## config.mk

```make
export PLATFORM = sky130hd
export DESIGN_NAME = uart_fifo_flat
export DESIGN_NICKNAME = d
export VERILOG_FILES = /design/src/rtl/uart_fifo_if.sv /design/src/rtl/uart_fifo.sv /design/src/flat_wrapper.sv
export SDC_FILE = /design/constraint.sdc
export NUM_CORES = 1
export LEC_CHECK = 0
export ABC_AREA = 1
export CORE_MARGIN = 2
export CORE_UTILIZATION = 40
export CTS_CLUSTER_DIAMETER = 120
export DETAILED_ROUTE_END_ITERATION = 12
export PLACE_DENSITY = 0.57
export SETUP_SLACK_MARGIN = 0.3
export SLEW_MARGIN = 20
export SYNTH_ARGS = -nofsm -noshare
export SYNTH_HDL_FRONTEND = slang
export SYNTH_SLANG_ARGS = --single-unit
```

## constraint.sdc

```tcl
create_clock -name clk -period 3.33 [get_ports clk]
set_input_delay 0.999 -clock clk [delete_from_list [all_inputs] [get_ports clk]]
set_output_delay 0.999 -clock clk [all_outputs]
set_load 0.01 [all_outputs]
```

## src/rtl/uart_fifo_if.sv

```systemverilog
// CPU-side bus of uart_fifo: control word, TX push, RX pop, sticky-flag clear, status and interrupt.
interface uart_fifo_if;
    logic [31:0] ctrl;
    logic [7:0]  tx_data;
    logic        tx_wr;
    logic [7:0]  rx_data;
    logic        rx_rd;
    logic        clear_flags;
    logic [31:0] status;
    logic        irq;

    modport master (output ctrl, tx_data, tx_wr, rx_rd, clear_flags,
                    input  rx_data, status, irq);
    modport slave  (input  ctrl, tx_data, tx_wr, rx_rd, clear_flags,
                    output rx_data, status, irq);
endinterface

```

## src/rtl/uart_fifo.sv

```systemverilog
// Full-duplex UART with TX/RX FIFOs, runtime frame format, sticky error flags and level irq.
// Parity support is compiled in only when UART_PARITY_EN is defined.
module uart_fifo #(
    parameter int FIFO_DEPTH = 16,
    parameter int DIV_W      = 16
) (
    input  logic       clk,
    input  logic       rst_n,
    uart_fifo_if.slave bus,
    input  logic       pin_rx_i,
    output logic       pin_tx_o
);
    localparam int AW = (FIFO_DEPTH > 1) ? $clog2(FIFO_DEPTH) : 1;
    localparam int CW = AW + 1;
    localparam logic [CW-1:0] FULL_C = CW'(FIFO_DEPTH);

    typedef enum logic [2:0] {
        TX_IDLE = 3'd0, TX_START = 3'd1, TX_DATA = 3'd2,
        TX_PARITY = 3'd3, TX_STOP1 = 3'd4, TX_STOP2 = 3'd5
    } tx_state_e;

    typedef enum logic [2:0] {
        RX_IDLE = 3'd0, RX_START = 3'd1, RX_DATA = 3'd2,
        RX_PARITY = 3'd3, RX_STOP = 3'd4, RX_WAIT_HIGH = 3'd5
    } rx_state_e;

    function automatic logic parity8(input logic [7:0] d, input logic odd);
        return (^d) ^ odd;
    endfunction

    logic [DIV_W-1:0] cfg_div_s;
    logic             cfg_pen_s, cfg_odd_s, cfg_two_s;
    logic             par_set_s;
    logic             unused_s;

    // TX FIFO
    logic [7:0]    tx_mem_q [FIFO_DEPTH];
    logic [AW-1:0] tx_wp_q, tx_rp_q;
    logic [CW-1:0] tx_cnt_q;
    logic          tx_push_s, tx_pop_s;

    // RX FIFO
    logic [7:0]    rx_mem_q [FIFO_DEPTH];
    logic [AW-1:0] rx_wp_q, rx_rp_q;
    logic [CW-1:0] rx_cnt_q;
    logic          rx_pop_s, rx_wr_s;

    // TX FSM
    tx_state_e        tx_state_q, tx_state_d;
    logic [DIV_W-1:0] tx_baud_q, tx_baud_d, tx_div_q, tx_div_d;
    logic [2:0]       tx_bit_q, tx_bit_d;
    logic [7:0]       tx_byte_q, tx_byte_d;
    logic             tx_pen_q, tx_pen_d, tx_odd_q, tx_odd_d, tx_two_q, tx_two_d;
    logic             pin_tx_q, pin_tx_d, tx_end_s;

    // RX FSM
    logic [2:0]       rx_sync_q;
    logic             rx_prev_q, rx_s;
    rx_state_e        rx_state_q, rx_state_d;
    logic [DIV_W-1:0] rx_baud_q, rx_baud_d, rx_div_q, rx_div_d;
    logic [2:0]       rx_bit_q, rx_bit_d;
    logic [7:0]       rx_shift_q, rx_shift_d;
    logic             rx_pen_q, rx_pen_d, rx_odd_q, rx_odd_d;
    logic             rx_par_bad_q, rx_par_bad_d, rx_push_q, rx_push_d;
    logic             ferr_set_s, ovf_set_s;

    // Flags and registered outputs
    logic        ovf_q, ovf_d, perr_q, perr_d, ferr_q, ferr_d;
    logic [31:0] status_q, status_d;
    logic        irq_q, irq_d;
    logic        tx_busy_s, tx_empty_s, rx_avail_s;

    assign cfg_div_s = (bus.ctrl[DIV_W-1:0] < DIV_W'(3)) ? DIV_W'(3) : bus.ctrl[DIV_W-1:0];
    assign cfg_two_s = bus.ctrl[18];
`ifdef UART_PARITY_EN
    assign cfg_pen_s = bus.ctrl[16];
    assign cfg_odd_s = bus.ctrl[17];
    assign par_set_s = rx_wr_s && rx_par_bad_q;
    assign unused_s  = ^bus.ctrl[31:21];
`else
    assign cfg_pen_s = 1'b0;
    assign cfg_odd_s = 1'b0;
    assign par_set_s = 1'b0;
    assign unused_s  = ^{bus.ctrl[31:21], bus.ctrl[17:16], rx_par_bad_q};
`endif

    assign tx_push_s = bus.tx_wr && (tx_cnt_q != FULL_C);
    // A pop frees a slot in the same cycle, so a push into a full RX FIFO still lands.
    assign rx_pop_s  = bus.rx_rd && (rx_cnt_q != CW'(0));
    assign rx_wr_s   = rx_push_q && ((rx_cnt_q != FULL_C) || rx_pop_s);
    assign ovf_set_s = rx_push_q && !rx_wr_s;
    assign rx_s      = rx_sync_q[2];

    assign bus.rx_data = (rx_cnt_q != CW'(0)) ? rx_mem_q[rx_rp_q] : 8'd0;
    assign bus.status  = status_q;
    assign bus.irq     = irq_q;
    assign pin_tx_o    = pin_tx_q;

    always_ff @(posedge clk) begin
        if (tx_push_s) begin
            tx_mem_q[tx_wp_q] <= bus.tx_data;
        end
        if (rx_wr_s) begin
            rx_mem_q[rx_wp_q] <= rx_shift_q;
        end
    end

    always_ff @(posedge clk or negedge rst_n) begin
        if (!rst_n) begin
            tx_wp_q  <= '0;
            tx_rp_q  <= '0;
            tx_cnt_q <= '0;
            rx_wp_q  <= '0;
            rx_rp_q  <= '0;
            rx_cnt_q <= '0;
        end else begin
            tx_wp_q  <= tx_wp_q + AW'(tx_push_s);
            tx_rp_q  <= tx_rp_q + AW'(tx_pop_s);
            tx_cnt_q <= tx_cnt_q + CW'(tx_push_s) - CW'(tx_pop_s);
            rx_wp_q  <= rx_wp_q + AW'(rx_wr_s);
            rx_rp_q  <= rx_rp_q + AW'(rx_pop_s);
            rx_cnt_q <= rx_cnt_q + CW'(rx_wr_s) - CW'(rx_pop_s);
        end
    end

    // TX next state: pin_tx is registered from the next state so each bit lasts exactly div+1 clocks.
    always_comb begin
        tx_state_d = tx_state_q;
        tx_baud_d  = tx_baud_q + DIV_W'(1);
        tx_bit_d   = tx_bit_q;
        tx_byte_d  = tx_byte_q;
        tx_div_d   = tx_div_q;
        tx_pen_d   = tx_pen_q;
        tx_odd_d   = tx_odd_q;
        tx_two_d   = tx_two_q;
        pin_tx_d   = pin_tx_q;
        tx_pop_s   = 1'b0;
        tx_end_s   = 1'b0;
        case (tx_state_q)
            TX_IDLE: begin
                pin_tx_d = 1'b1;
            end
            TX_START: begin
                if (tx_baud_q == tx_div_q) begin
                    tx_state_d = TX_DATA;
                    tx_baud_d  = DIV_W'(0);
                    tx_bit_d   = 3'd0;
                    pin_tx_d   = tx_byte_q[0];
                end else begin
                    tx_state_d = TX_START;
                end
            end
            TX_DATA: begin
                if (tx_baud_q == tx_div_q) begin
                    tx_baud_d = DIV_W'(0);
                    if (tx_bit_q == 3'd7) begin
                        if (tx_pen_q) begin
                            tx_state_d = TX_PARITY;
                            pin_tx_d   = parity8(tx_byte_q, tx_odd_q);
                        end else begin
                            tx_state_d = TX_STOP1;
                            pin_tx_d   = 1'b1;
                        end
                    end else begin
                        tx_bit_d = tx_bit_q + 3'd1;
                        pin_tx_d = tx_byte_q[tx_bit_q + 3'd1];
                    end
                end else begin
                    tx_state_d = TX_DATA;
                end
            end
            TX_PARITY: begin
                if (tx_baud_q == tx_div_q) begin
                    tx_state_d = TX_STOP1;
                    tx_baud_d  = DIV_W'(0);
                    pin_tx_d   = 1'b1;
                end else begin
                    tx_state_d = TX_PARITY;
                end
            end
            TX_STOP1: begin
                if ((tx_baud_q == tx_div_q) && tx_two_q) begin
                    tx_state_d = TX_STOP2;
                    tx_baud_d  = DIV_W'(0);
                end else begin
                    tx_end_s = (tx_baud_q == tx_div_q);
                end
            end
            TX_STOP2: begin
                tx_end_s = (tx_baud_q == tx_div_q);
            end
            default: begin
                tx_state_d = TX_IDLE;
                pin_tx_d   = 1'b1;
            end
        endcase
        if ((tx_state_q == TX_IDLE) || tx_end_s) begin
            tx_baud_d = DIV_W'(0);
            if (tx_cnt_q != CW'(0)) begin
                tx_state_d = TX_START;
                tx_pop_s   = 1'b1;
                tx_byte_d  = tx_mem_q[tx_rp_q];
                tx_div_d   = cfg_div_s;
                tx_pen_d   = cfg_pen_s;
                tx_odd_d   = cfg_odd_s;
                tx_two_d   = cfg_two_s;
                pin_tx_d   = 1'b0;
            end else begin
                tx_state_d = TX_IDLE;
                pin_tx_d   = 1'b1;
            end
        end else begin
            tx_pop_s = 1'b0;
        end
    end

    always_ff @(posedge clk or negedge rst_n) begin
        if (!rst_n) begin
            tx_state_q <= TX_IDLE;
            tx_baud_q  <= '0;
            tx_bit_q   <= 3'd0;
            tx_byte_q  <= 8'd0;
            tx_div_q   <= DIV_W'(3);
            tx_pen_q   <= 1'b0;
            tx_odd_q   <= 1'b0;
            tx_two_q   <= 1'b0;
            pin_tx_q   <= 1'b1;
        end else begin
            tx_state_q <= tx_state_d;
            tx_baud_q  <= tx_baud_d;
            tx_bit_q   <= tx_bit_d;
            tx_byte_q  <= tx_byte_d;
            tx_div_q   <= tx_div_d;
            tx_pen_q   <= tx_pen_d;
            tx_odd_q   <= tx_odd_d;
            tx_two_q   <= tx_two_d;
            pin_tx_q   <= pin_tx_d;
        end
    end

    // RX next state: start validated at half-bit, then every sample lands one full bit later.
    always_comb begin
        rx_state_d   = rx_state_q;
        rx_baud_d    = rx_baud_q + DIV_W'(1);
        rx_bit_d     = rx_bit_q;
        rx_shift_d   = rx_shift_q;
        rx_div_d     = rx_div_q;
        rx_pen_d     = rx_pen_q;
        rx_odd_d     = rx_odd_q;
        rx_par_bad_d = rx_par_bad_q;
        rx_push_d    = 1'b0;
        ferr_set_s   = 1'b0;
        case (rx_state_q)
            RX_IDLE: begin
                rx_baud_d = DIV_W'(0);
                if (rx_prev_q && !rx_s) begin
                    rx_state_d   = RX_START;
                    rx_div_d     = cfg_div_s;
                    rx_pen_d     = cfg_pen_s;
                    rx_odd_d     = cfg_odd_s;
                    rx_par_bad_d = 1'b0;
                end else begin
                    rx_state_d = RX_IDLE;
                end
            end
            RX_START: begin
                if (rx_baud_q == (rx_div_q >> 1)) begin
                    rx_baud_d  = DIV_W'(0);
                    rx_bit_d   = 3'd0;
                    rx_state_d = rx_s ? RX_IDLE : RX_DATA;
                end else begin
                    rx_state_d = RX_START;
                end
            end
            RX_DATA: begin
                if (rx_baud_q == rx_div_q) begin
                    rx_baud_d  = DIV_W'(0);
                    rx_shift_d = {rx_s, rx_shift_q[7:1]};
                    rx_bit_d   = rx_bit_q + 3'd1;
                    if (rx_bit_q == 3'd7) begin
                        rx_state_d = rx_pen_q ? RX_PARITY : RX_STOP;
                    end else begin
                        rx_state_d = RX_DATA;
                    end
                end else begin
                    rx_state_d = RX_DATA;
                end
            end
            RX_PARITY: begin
                if (rx_baud_q == rx_div_q) begin
                    rx_baud_d    = DIV_W'(0);
                    rx_par_bad_d = (rx_s != parity8(rx_shift_q, rx_odd_q));
                    rx_state_d   = RX_STOP;
                end else begin
                    rx_state_d = RX_PARITY;
                end
            end
            RX_STOP: begin
                if (rx_baud_q == rx_div_q) begin
                    rx_baud_d  = DIV_W'(0);
                    rx_push_d  = rx_s;
                    ferr_set_s = !rx_s;
                    rx_state_d = rx_s ? RX_IDLE : RX_WAIT_HIGH;
                end else begin
                    rx_state_d = RX_STOP;
                end
            end
            RX_WAIT_HIGH: begin
                rx_baud_d  = DIV_W'(0);
                rx_state_d = rx_s ? RX_IDLE : RX_WAIT_HIGH;
            end
            default: begin
                rx_state_d = RX_IDLE;
            end
        endcase
    end

    always_ff @(posedge clk or negedge rst_n) begin
        if (!rst_n) begin
            rx_sync_q    <= 3'b111;
            rx_prev_q    <= 1'b1;
            rx_state_q   <= RX_IDLE;
            rx_baud_q    <= '0;
            rx_bit_q     <= 3'd0;
            rx_shift_q   <= 8'd0;
            rx_div_q     <= DIV_W'(3);
            rx_pen_q     <= 1'b0;
            rx_odd_q     <= 1'b0;
            rx_par_bad_q <= 1'b0;
            rx_push_q    <= 1'b0;
        end else begin
            rx_sync_q    <= {rx_sync_q[1:0], pin_rx_i};
            rx_prev_q    <= rx_s;
            rx_state_q   <= rx_state_d;
            rx_baud_q    <= rx_baud_d;
            rx_bit_q     <= rx_bit_d;
            rx_shift_q   <= rx_shift_d;
            rx_div_q     <= rx_div_d;
            rx_pen_q     <= rx_pen_d;
            rx_odd_q     <= rx_odd_d;
            rx_par_bad_q <= rx_par_bad_d;
            rx_push_q    <= rx_push_d;
        end
    end

    // Sticky flags: a set in the same cycle as clear_flags wins.
    always_comb begin
        tx_busy_s  = (tx_state_q != TX_IDLE);
        tx_empty_s = (tx_cnt_q == CW'(0));
        rx_avail_s = (rx_cnt_q != CW'(0));
        ovf_d      = ovf_set_s  | (ovf_q  & ~bus.clear_flags);
        perr_d     = par_set_s  | (perr_q & ~bus.clear_flags);
        ferr_d     = ferr_set_s | (ferr_q & ~bus.clear_flags);
        status_d   = {8'd0, 8'(tx_cnt_q), 8'(rx_cnt_q), 1'b0, tx_empty_s, ferr_q, perr_q,
                      (tx_cnt_q == FULL_C), ovf_q, rx_avail_s, tx_busy_s};
        irq_d      = (bus.ctrl[19] & rx_avail_s) | (bus.ctrl[20] & tx_empty_s & ~tx_busy_s);
    end

    always_ff @(posedge clk or negedge rst_n) begin
        if (!rst_n) begin
            ovf_q    <= 1'b0;
            perr_q   <= 1'b0;
            ferr_q   <= 1'b0;
            status_q <= 32'd0;
            irq_q    <= 1'b0;
        end else begin
            ovf_q    <= ovf_d;
            perr_q   <= perr_d;
            ferr_q   <= ferr_d;
            status_q <= status_d;
            irq_q    <= irq_d;
        end
    end
endmodule

```

## src/flat_wrapper.sv

```systemverilog
// flat-port wrapper written by rule: the top's interface ports become plain ports
module uart_fifo_flat 
#(
    parameter int FIFO_DEPTH = 16,
    parameter int DIV_W      = 16
)
  (clk, rst_n, pin_rx_i, pin_tx_o, bus_ctrl, bus_tx_data, bus_tx_wr, bus_rx_rd, bus_clear_flags, bus_rx_data, bus_status, bus_irq);
  uart_fifo_if bus_i ();
  input  logic clk;
  input  logic rst_n;
  input  logic pin_rx_i;
  output logic pin_tx_o;
  input wire logic [$bits(bus_i.ctrl)-1:0] bus_ctrl;
  input wire logic [$bits(bus_i.tx_data)-1:0] bus_tx_data;
  input wire logic [$bits(bus_i.tx_wr)-1:0] bus_tx_wr;
  input wire logic [$bits(bus_i.rx_rd)-1:0] bus_rx_rd;
  input wire logic [$bits(bus_i.clear_flags)-1:0] bus_clear_flags;
  output wire logic [$bits(bus_i.rx_data)-1:0] bus_rx_data;
  output wire logic [$bits(bus_i.status)-1:0] bus_status;
  output wire logic [$bits(bus_i.irq)-1:0] bus_irq;
  assign bus_i.ctrl = bus_ctrl;
  assign bus_i.tx_data = bus_tx_data;
  assign bus_i.tx_wr = bus_tx_wr;
  assign bus_i.rx_rd = bus_rx_rd;
  assign bus_i.clear_flags = bus_clear_flags;
  assign bus_rx_data = bus_i.rx_data;
  assign bus_status = bus_i.status;
  assign bus_irq = bus_i.irq;
  uart_fifo #(.FIFO_DEPTH(FIFO_DEPTH), .DIV_W(DIV_W)) u_core (.clk(clk), .rst_n(rst_n), .bus(bus_i), .pin_rx_i(pin_rx_i), .pin_tx_o(pin_tx_o));
endmodule
```

* Yosys cells after proc, flatten, opt, wreduce, memory -nomap -nowiden
Memories as Yosys holds them, arrays and structs flattened. A register that Yosys moved wholly into a read port is not among the register bits.
Cells that the tools add are included.
** Cells by class
- Bitwise operators :: 11
- Multiplexer cells :: 54
- Equal/unequal tests :: 30
- Reductions and logical operators :: 31
- $lt $le $gt $ge :: 2
- $add $sub $neg :: 12
** Operator list (count)
- $mux 16 :: 6
- $mux 3 :: 16
- $pmux 16 s3 :: 1
- $add 16x1->16 const B :: 2
- $eq 16x16->1 :: 2
- $pmux 16 s2 :: 1
- $mux 1 :: 20
- $eq 3x3->1 const B :: 6
- $pmux 3 s6 :: 1
- $add 4x1->4 :: 4
- $eq 16x15->1 :: 1
- $lt 16x2->1 const B :: 1
- $pmux 3 s5 :: 1
- $eq 3x2->1 const B :: 4
- $ne 2x1->1 const B :: 6
- $ne 3x1->1 const B :: 4
- $pmux 3 s2 :: 2
- $add 5x1->5 :: 2
- $ne 5x5->1 const B :: 2
- $reduce_bool 5->1 :: 2
- $sub 5x1->5 :: 2
- $mux 8 :: 1
- $reduce_and 4->1 :: 2
- $add 3x1->3 const B :: 2
- other kinds (23) :: 49
** Storage, ports and cells
- Output and inout bits :: 42
- Input port bits :: 46
- Bits in registers :: 138
- Bits in writable memories :: 256
- Memories kept :: 2
** Memory list
- u_core.rx_mem_q :: depth 16, bits a word 8, rd ports 1, clocked after Yosys merged registers in 0, wr ports 1, RTL line uart_fifo.sv:43 : logic [7:0] rx_mem_q [FIFO_DEPTH];
- u_core.tx_mem_q :: depth 16, bits a word 8, rd ports 1, clocked after Yosys merged registers in 1, wr ports 1, RTL line uart_fifo.sv:37 : logic [7:0] tx_mem_q [FIFO_DEPTH];

* Longest topological paths before layout
Gate-level depths: netlist of the first run.
- Depth after elaboration :: 7
- Gate-level depth with buffers :: 19
- Gate-level depth less buffers :: 18

* Worst setup path after synthesis of the first run
Ideal clock, no wire load.
- Path type :: register to register
- Start point :: register u_core.tx_div_q[0]
- End point :: register u_core.tx_cnt_q[4]
- Setup time :: 0.128 ns
- Clock period less this slack :: 2.800 ns
- Cell stages (with the launch flop) :: 20
- Arrival time :: 2.673 ns
- Path slack :: 0.530 ns
- Buffers on the path :: 1
- Path through :: dfstp_2 > inv_1 > nand2_1 > nand2_1 > nor2_1 > nand2_1 > nor2_4 > nand3_2 > nand2_2 > nand2_2 > inv_2 > buf_4 > ha_1 > inv_1 > ha_1 > inv_1 > fa_1 > o21ai_0 > a21oi_1 > xor2_1
** Between the ends
- Cells in the longest elaborated chain, start to end :: 7
** RTL lines
- start, declared :: RTL line uart_fifo.sv:50 : logic [DIV_W-1:0] tx_baud_q, tx_baud_d, tx_div_q, tx_div_d;
- start signal, assigned :: RTL line uart_fifo.sv:233 : tx_div_q <= tx_div_d;
- $eq 16x16->1 (*) :: RTL line uart_fifo.sv:182, uart_fifo.sv:186, uart_fifo.sv:190
- $logic_and 1x1->1 :: RTL line uart_fifo.sv:182 : if ((tx_baud_q == tx_div_q) && tx_two_q) begin
- $mux 1 :: RTL line uart_fifo.sv:182
- $pmux 1 s2 (*) :: RTL line uart_fifo.sv:139 : case (tx_state_q)
- $logic_or 1x1->1 (*) :: RTL line uart_fifo.sv:197 : if ((tx_state_q == TX_IDLE) || tx_end_s) begin
- $mux 1 (*) :: RTL line uart_fifo.sv:197
- named net u_core.tx_pop_s :: RTL line uart_fifo.sv:40 : logic tx_push_s, tx_pop_s;
- $sub 5x1->5 (*) :: RTL line uart_fifo.sv:119 : tx_cnt_q <= tx_cnt_q + CW'(tx_push_s) - CW'(tx_pop_s);
- end signal, assigned :: RTL line uart_fifo.sv:119
- end, declared :: RTL line uart_fifo.sv:39 : logic [CW-1:0] tx_cnt_q;
The timed path passes the listed nets; every way through them passes the cells marked *.
A chain may end at the register's enable or synchronous reset.

* Worst setup path in the final report of the first run
- Start point :: register u_core.rx_rp_q[0]
- End point :: output port bus_rx_data[7]
** Between the ends
- Cells in the longest elaborated chain, start to end :: 2
** RTL lines
- start, declared :: RTL line uart_fifo.sv:44 : logic [AW-1:0] rx_wp_q, rx_rp_q;
- start signal, assigned :: RTL line uart_fifo.sv:121 : rx_rp_q <= rx_rp_q + AW'(rx_pop_s);
- $mem_v2 16x8
- $mux 8 :: RTL line uart_fifo.sv:94 : assign bus.rx_data = (rx_cnt_q != CW'(0)) ? rx_mem_q[rx_rp_q] : 8'd0;
- end, declared :: RTL line flat_wrapper.sv:18 : output wire logic [$bits(bus_i.rx_data)-1:0] bus_rx_data;
Every way passes these cells.

==> results.json, run 1 <==
{
  "numCtsBuffers": 43,
  "synth_ff_type": "edfxtp_1",
  "final_common_cell": "edfxtp_1",
  "tightest_slew_ns": 0.827,
  "p_per_area_mw_per_mm2": 845,
  "synthMuxAreaShare_pct": 0,
  "drv_slew": 0,
  "crit_required_ns": 2.33,
  "finalHoldViolations": 0,
  "status": "complete, no violations",
  "drt-initial-drc-count": 782,
  "fp.dieH_um": 212,
  "ys_ff_latch": 402,
  "start_util_pct": 40.3,
  "viasPerCell": 5.01,
  "ios": 88,
  "startpoint_type": "register",
  "coreArea_sq_mm": 0.0429,
  "grt_pass1_wl_mm": 63.6,
  "synth_compound_area_share_pct": 10.1,
  "final_cell_mix": "edfxtp_1, nor2_1, nand2_1, o21ai_0, dfrtp_1",
  "crit_slowest_cell": "dfrtp_2",
  "clock-sinks": 402,
  "clock_latency_ns": 0.59,
  "drtAntennaViolNets": 0,
  "reg2reg_to": "u_core.tx_cnt_q[4]",
  "crit_arrival_ns": 2.22,
  "power_mw": 17.5,
  "synthSimpleGateAreaFrac_pct": 13.7,
  "syn_area_per_cell_sq_um": 10.9,
  "die_area_sq_mm": 0.0449,
  "synthXorXnorAreaFrac_pct": 3.14,
  "hold_class": "register to register",
  "ys_top_cells_by_area": "edfxtp_1, dfrtp_1, nor2_1, o21ai_0, nand2_1",
  "n_fill_cell": 3834,
  "max_freq_ghz": 0.310,
  "min_to": "u_core.rx_sync_q[1]",
  "areaGrowthSynthToFinish_pct": 19.7,
  "htree_num_levels": 2,
  "drc": 0,
  "routabilityCongestion": 0.792,
  "rows": 76,
  "max_slew_margin_pct": 44.7,
  "synth_top_area_share_pct": 44.4,
  "synth_cells": 1583,
  "yosysUniqueCellTypes": 42,
  "maxCapViolCount": 0,
  "grt_use_total_pct": 18.4,
  "layout.nets": 1774,
  "synth_largest_area_cell": "edfxtp_1",
  "critPathCaptureType": "output pin",
  "cts_tree": "built",
  "stdcell_area_sq_mm": 0.0207,
  "synthAdderAreaFrac_pct": 2.11,
  "min_period_ns": 3.22,
  "drive_gt1_share_pct": 12.9,
  "power.leakage_nw": 8.35,
  "async_reset_ff_share_pct": 36.3,
  "clock_path_buffers": 3,
  "crit_fanout": 7,
  "synthesis.area_sq_mm": 0.0173,
  "crit_path_frequent_cell": "buf_12",
  "multi_input_area_sq_mm": 0.00525,
  "antenna_found_initial": 0,
  "hp-start": "u_core.rx_sync_q[0]",
  "holdPathStages": 0,
  "synth_top_family_by_area": "simple AND/OR/NAND/NOR gates",
  "synth_warnings": 0,
  "synth-seq-area-share_pct": 65.6,
  "fin_crit_sh_pct": 96.7,
  "critPathMaxStageDelay_ns": 0.47,
  "cts_root_buffer": "clkbuf_16",
  "dr.pass1.iters": 5,
  "grt_overflow": 0,
  "reg2regPathDepth": 15,
  "clk_pin_slew_ns": 0.06,
  "synth_edf_count": 256,
  "totalNegativeSetupSlack_ns": 0,
  "grt_max_degree": 66,
  "die_x_um": 212,
  "regArea_sq_mm": 0.0114,
  "path_class": "register to output pin",
  "port-buffer-count": 59,
  "routedWlPerCell_um": 17.5,
  "grt_pass1_vias": 11200,
  "rr_startpoint": "u_core.tx_state_q[1]",
  "hold_buffers": 0,
  "rsz0062_at_grt": "true",
  "crit_chain": "buf_12, buf_12, buf_4, o21ai_0, o22ai_2, o21ai_2, a21oi_2, buf_2",
  "regToRegSetupSlack_ns": 0.53,
  "place_area_sq_mm": 0.0188,
  "vias": 11600,
  "dp_hpwl_mm": 25.1,
  "ir_drop_mv": 0.481,
  "setup_violations": 0,
  "insertedDiodeCount": 0,
  "wl_mm": 40.6,
  "fin_skew_ns": 0.0190
}
[worst max-delay path, delay by kind of cell (launching register included)]
family | cells | cell delay (ns)
DFF | 1 | 0.47
buffers and inverters | 4 | 0.60
AOI/OAI and AO/OA | 4 | 0.58
[metrics by stage]
step	utilization, %	hold slack [ns]	setup slack, ns	std cells
floorplan	-	0.345	0.530	1597
global route	48.3	0.363	0.0337	2320
CTS	47.8	0.356	0.0747	2309
detailed placement	43.7	0.347	0.176	2216
finish	48.3	0.356	0.109	2320
global placement	43.7	0.347	0.182	2216
[timing repair]
| action | CTS | global route |
|---|---|---|
| gates cloned | 7 | 2 |
| gates resized for setup | 75 | 37 |
| endpoints found under the setup margin | 8 | 10 |
| pin swaps | 26 | 31 |
| endpoints found under the hold margin | 0 | 0 |
| buffers inserted | 6 | 9 |
[registers in the layout, indices dropped and copies added (netlist names), 3 cells and up]
signal             cells
u_core.rx_shift_q      8
u_core.rx_div_q       16
u_core.tx_cnt_q        5
u_core.rx_bit_q        3
u_core.rx_sync_q       3
u_core.bus.status     17
u_core.rx_cnt_q        5
u_core.tx_wp_q         4
u_core.rx_baud_q      16
u_core.tx_baud_q      16
u_core.tx_mem_q      128
u_core.rx_mem_q      128
u_core.rx_rp_q         4
u_core.rx_state_q      3
u_core.tx_bit_q        3
u_core.tx_state_q      3
u_core.tx_rp_q         4
u_core.rx_wp_q         4
u_core.tx_div_q       16
u_core.tx_byte_q       8
[how the worst max path moves through the flow]
| stage | startpoint | end | slack (ns) | depth (start not counted) |
|---|---|---|---|---|
| 6_report | u_core.rx_rp_q[0] | bus_rx_data[7] | 0.11 | 8 |
| 5_1_grt | u_core.rx_rp_q[0] | bus_rx_data[3] | 0.03 | 9 |
| 4_1_cts | u_core.rx_rp_q[0] | bus_rx_data[3] | 0.07 | 10 |
| 3_5_place_dp | u_core.rx_rp_q[0] | bus_rx_data[5] | 0.18 | 9 |
| 3_3_place_gp | u_core.rx_rp_q[0] | bus_rx_data[5] | 0.18 | 9 |
| 2_1_floorplan | u_core.tx_div_q[0] | u_core.tx_cnt_q[4] | 0.53 | 19 |
[layer usage]
metal / up-vias / share of wire, % / global-route usage [%] / routed length, um
li1: 5655 / - / - / -
met1: 5690 / 44 / 25.0 / 18000
met2: 210 / 48 / 29.9 / 19600
met3: 72 / 4.4 / 3.26 / 1800
met4: 0 / 3.1 / 6.58 / 1240
met5: - / 0 / 0 / 0
[layout make-up]
| class | count | area share [%] |
|---|---|---|
| multi-input cells | 978 | 25.3 |
| clock buffers | 59 | 5.73 |
| repair buffers | 137 | 7.15 |
| flip-flops and latches | 402 | 54.8 |
| well taps | 585 | 3.53 |
| clock inverters | 21 | 0.888 |
| inverters | 138 | 2.53 |
[cell families (layout without fill, tap and decap cells)]
kind of cell | count (synthesis) | after routing
compound gates | 295 | 295
xor+xnor | 62 | 62
flops | 402 | 402
fa+ha+maj | 28 | 28
other cells | 1 | 15
simple gates | 578 | 578
buf+inv | 217 | 355
[synth_stat cells, types with 14 or more instances]
| library cell | count |
|---|---|
| xnor2_1 | 25 |
| nand4_1 | 14 |
| nand2_1 | 222 |
| xor2_1 | 37 |
| buf_4 | 18 |
| o221ai_1 | 47 |
| dfrtp_1 | 137 |
| nand3_1 | 67 |
| inv_1 | 126 |
| nor2_1 | 246 |
| clkbuf_1 | 45 |
| o22ai_1 | 19 |
| ha_1 | 26 |
| edfxtp_1 | 256 |
| o21ai_0 | 170 |
| a21oi_1 | 30 |
[where the power goes]
part / leakage [nW] / switching, mW / internal (mW)
Combinational: 3.34 / 3.68 / 2.56
Clock: 0.677 / 1.98 / 2.66
Sequential: 4.33 / 0.577 / 6.05
Total: 8.35 / 6.24 / 11.3
Power figures use the tool's default switching activity.
==> run 2: changes to the inputs <==
--- a/config.mk
+++ b/config.mk
@@ -6,6 +6,7 @@
 export NUM_CORES = 1
 export LEC_CHECK = 0
 export ABC_AREA = 1
+export CAP_MARGIN = 5
 export CORE_MARGIN = 2
 export CORE_UTILIZATION = 40
 export CTS_CLUSTER_DIAMETER = 120
==> results of run 2 <==
No change in the layout: final DEF, timing and power equal those of run 1.
==> run 3: changes to the inputs <==
--- a/config.mk
+++ b/config.mk
@@ -13,7 +13,7 @@
 export DETAILED_ROUTE_END_ITERATION = 12
 export PLACE_DENSITY = 0.57
 export SETUP_SLACK_MARGIN = 0.3
-export SLEW_MARGIN = 20
+export SLEW_MARGIN = 30
 export SYNTH_ARGS = -nofsm -noshare
 export SYNTH_HDL_FRONTEND = slang
 export SYNTH_SLANG_ARGS = --single-unit
==> constraint.sdc (replaced) <==
create_clock -name clk -period 3.3 [get_ports clk]
set_input_delay 0.99 -clock clk [delete_from_list [all_inputs] [get_ports clk]]
set_output_delay 0.99 -clock clk [all_outputs]
set_load 0.01 [all_outputs]
==> run 3 against run 2 <==
Net effect: sequential power rose by 1%; clock skew fell by 0.0028 ns; hold slack improved by 0.0023 ns; non-clock buffer count fell by 2; sequential cell count did not move; count of clock-buffer cells in the layout rose by 1; critical path depth did not move; setup slack got worse by 0.073 ns; core utilization barely moved; power rose by 1.1%; first-iteration DRC count fell by 15%.
==> results.json, run 3 (same netlist as run 1, synthesis figures left out) <==
{
  "final_common_cell": "edfxtp_1",
  "maxCapViolCount": 0,
  "max_freq_ghz": 0.306,
  "crit_chain": "buf_6, buf_4, clkbuf_16, o21ai_0, o221ai_1, nand3_1, a21oi_2, buf_2",
  "place_area_sq_mm": 0.0187,
  "path_delay_family": "buffers and inverters",
  "fp.dieH_um": 212,
  "numCtsBuffers": 44,
  "max_slew_margin_pct": 40.5,
  "layout.nets": 1773,
  "pre_cts_ws_ns": 0.0529,
  "fin_skew_ns": 0.0162,
  "routedWlPerCell_um": 17.4,
  "dr.pass1.iters": 5,
  "startpoint_type": "register",
  "setup_violations": 0,
  "grt_pass1_vias": 11300,
  "final_cells": 2320,
  "layout_setup_ws_ns": 0.0364,
  "rsz0062_at_grt": "true",
  "grt_max_degree": 66,
  "crit_fanout": 5,
  "regArea_sq_mm": 0.0114,
  "areaGrowthSynthToFinish_pct": 19.6,
  "insertedDiodeCount": 0,
  "wl_mm": 40.3,
  "rows": 76,
  "final_cell_mix": "edfxtp_1, nor2_1, nand2_1, o21ai_0, dfrtp_1",
  "cts_tree": "built",
  "dp.cells": 2217,
  "totalNegativeSetupSlack_ns": 0,
  "crit_required_ns": 2.31,
  "die_area_sq_mm": 0.0449,
  "drv_slew": 0,
  "fin_crit_sh_pct": 98.9,
  "coreArea_sq_mm": 0.0429,
  "routabilityCongestion": 0.783,
  "finalHoldViolations": 0,
  "start_util_pct": 40.3,
  "p_per_area_mw_per_mm2": 855,
  "clock_latency_ns": 0.58,
  "grt_pass1_wl_mm": 62.5,
  "hold_class": "register to register",
  "vias": 11600,
  "stdcell_area_sq_mm": 0.0207,
  "viasPerCell": 5.00,
  "drc": 0,
  "clock_path_buffers": 3,
  "min_period_ns": 3.26,
  "crit_slowest_cell": "dfrtp_2",
  "clk_pin_slew_ns": 0.06,
  "status": "complete, no violations",
  "ios": 88,
  "crit_arrival_ns": 2.27,
  "die_x_um": 212,
  "grt_overflow": 0,
  "multi_input_area_sq_mm": 0.00523,
  "drt-initial-drc-count": 667,
  "critPathMaxStageDelay_ns": 0.48,
  "tightest_slew_ns": 0.889,
  "path_buf_inv": 4,
  "dp_hpwl_mm": 25.2,
  "grt_use_total_pct": 18.0,
  "fin_util_pct": 48.3,
  "power_mw": 17.7,
  "cts_root_buffer": "clkbuf_16",
  "whs_ns": 0.358,
  "clock-sinks": 402,
  "port-buffer-count": 59,
  "critPathCaptureType": "output pin",
  "antenna_found_initial": 0,
  "ir_drop_mv": 0.493,
  "path_class": "register to output pin",
  "power.leakage_nw": 8.33,
  "n_fill_cell": 3847,
  "hold_buffers": 0,
  "drtAntennaViolNets": 0,
  "htree_num_levels": 2,
  "drive_gt1_share_pct": 12.9
}
## run 3: cell count changes in the layout (fill, tap and decap cells not counted), sizes merged
cell / before / now
clkbuf: 61 / 65
clkinvlp: 0 / 3
inv: 136 / 138
buf: 85 / 80
clkinv: 21 / 17
## run 3: path summary, 6_finish.rpt
kind,start,slack [ns],cells past startpoint,endpoint
max reg2reg,u_core.tx_div_q[0],0.51,18,u_core.tx_cnt_q[4]
min reg2reg,u_core.rx_sync_q[0],0.36,0,u_core.rx_sync_q[1]
max,u_core.rx_rp_q[0],0.04,8,bus_rx_data[3]
max in group asynchronous,rst_n,2.19,2,u_core.rx_div_q[0]
min in group asynchronous,rst_n,0.38,1,u_core.rx_cnt_q[1]
min,u_core.rx_sync_q[0],0.36,0,u_core.rx_sync_q[1]
## run 3: metal layers
metal  track usage, %  vias to the layer above  wire [um]
met5                0                        -          0
met4             6.22                        0       1150
met3             2.48                       72       1460
met2             30.4                      199      19500
met1             24.1                     5673      18200
li1                 -                     5654          -
## run 3: what timing repair did
item,CTS,global route
resized for setup,67,44
gates cloned,4,5
setup endpoints to repair,8,10
buffers inserted,10,2
pin swaps,28,24
## run 3: final cells by class
type / instances / area share, %
flip-flops and latches: 402 / 54.9
multi-input cells: 978 / 25.2
repair buffers: 135 / 6.86
clock buffers: 60 / 6.01
well taps: 585 / 3.54
inverters: 138 / 2.53
clock inverters: 22 / 0.949
## run 3: power by group
part | total (mW) | internal, mW | switching, mW
Clock | 4.82 | 2.82 | 2.00
Sequential | 6.69 | 6.10 | 0.588
Combinational | 6.19 | 2.54 | 3.65
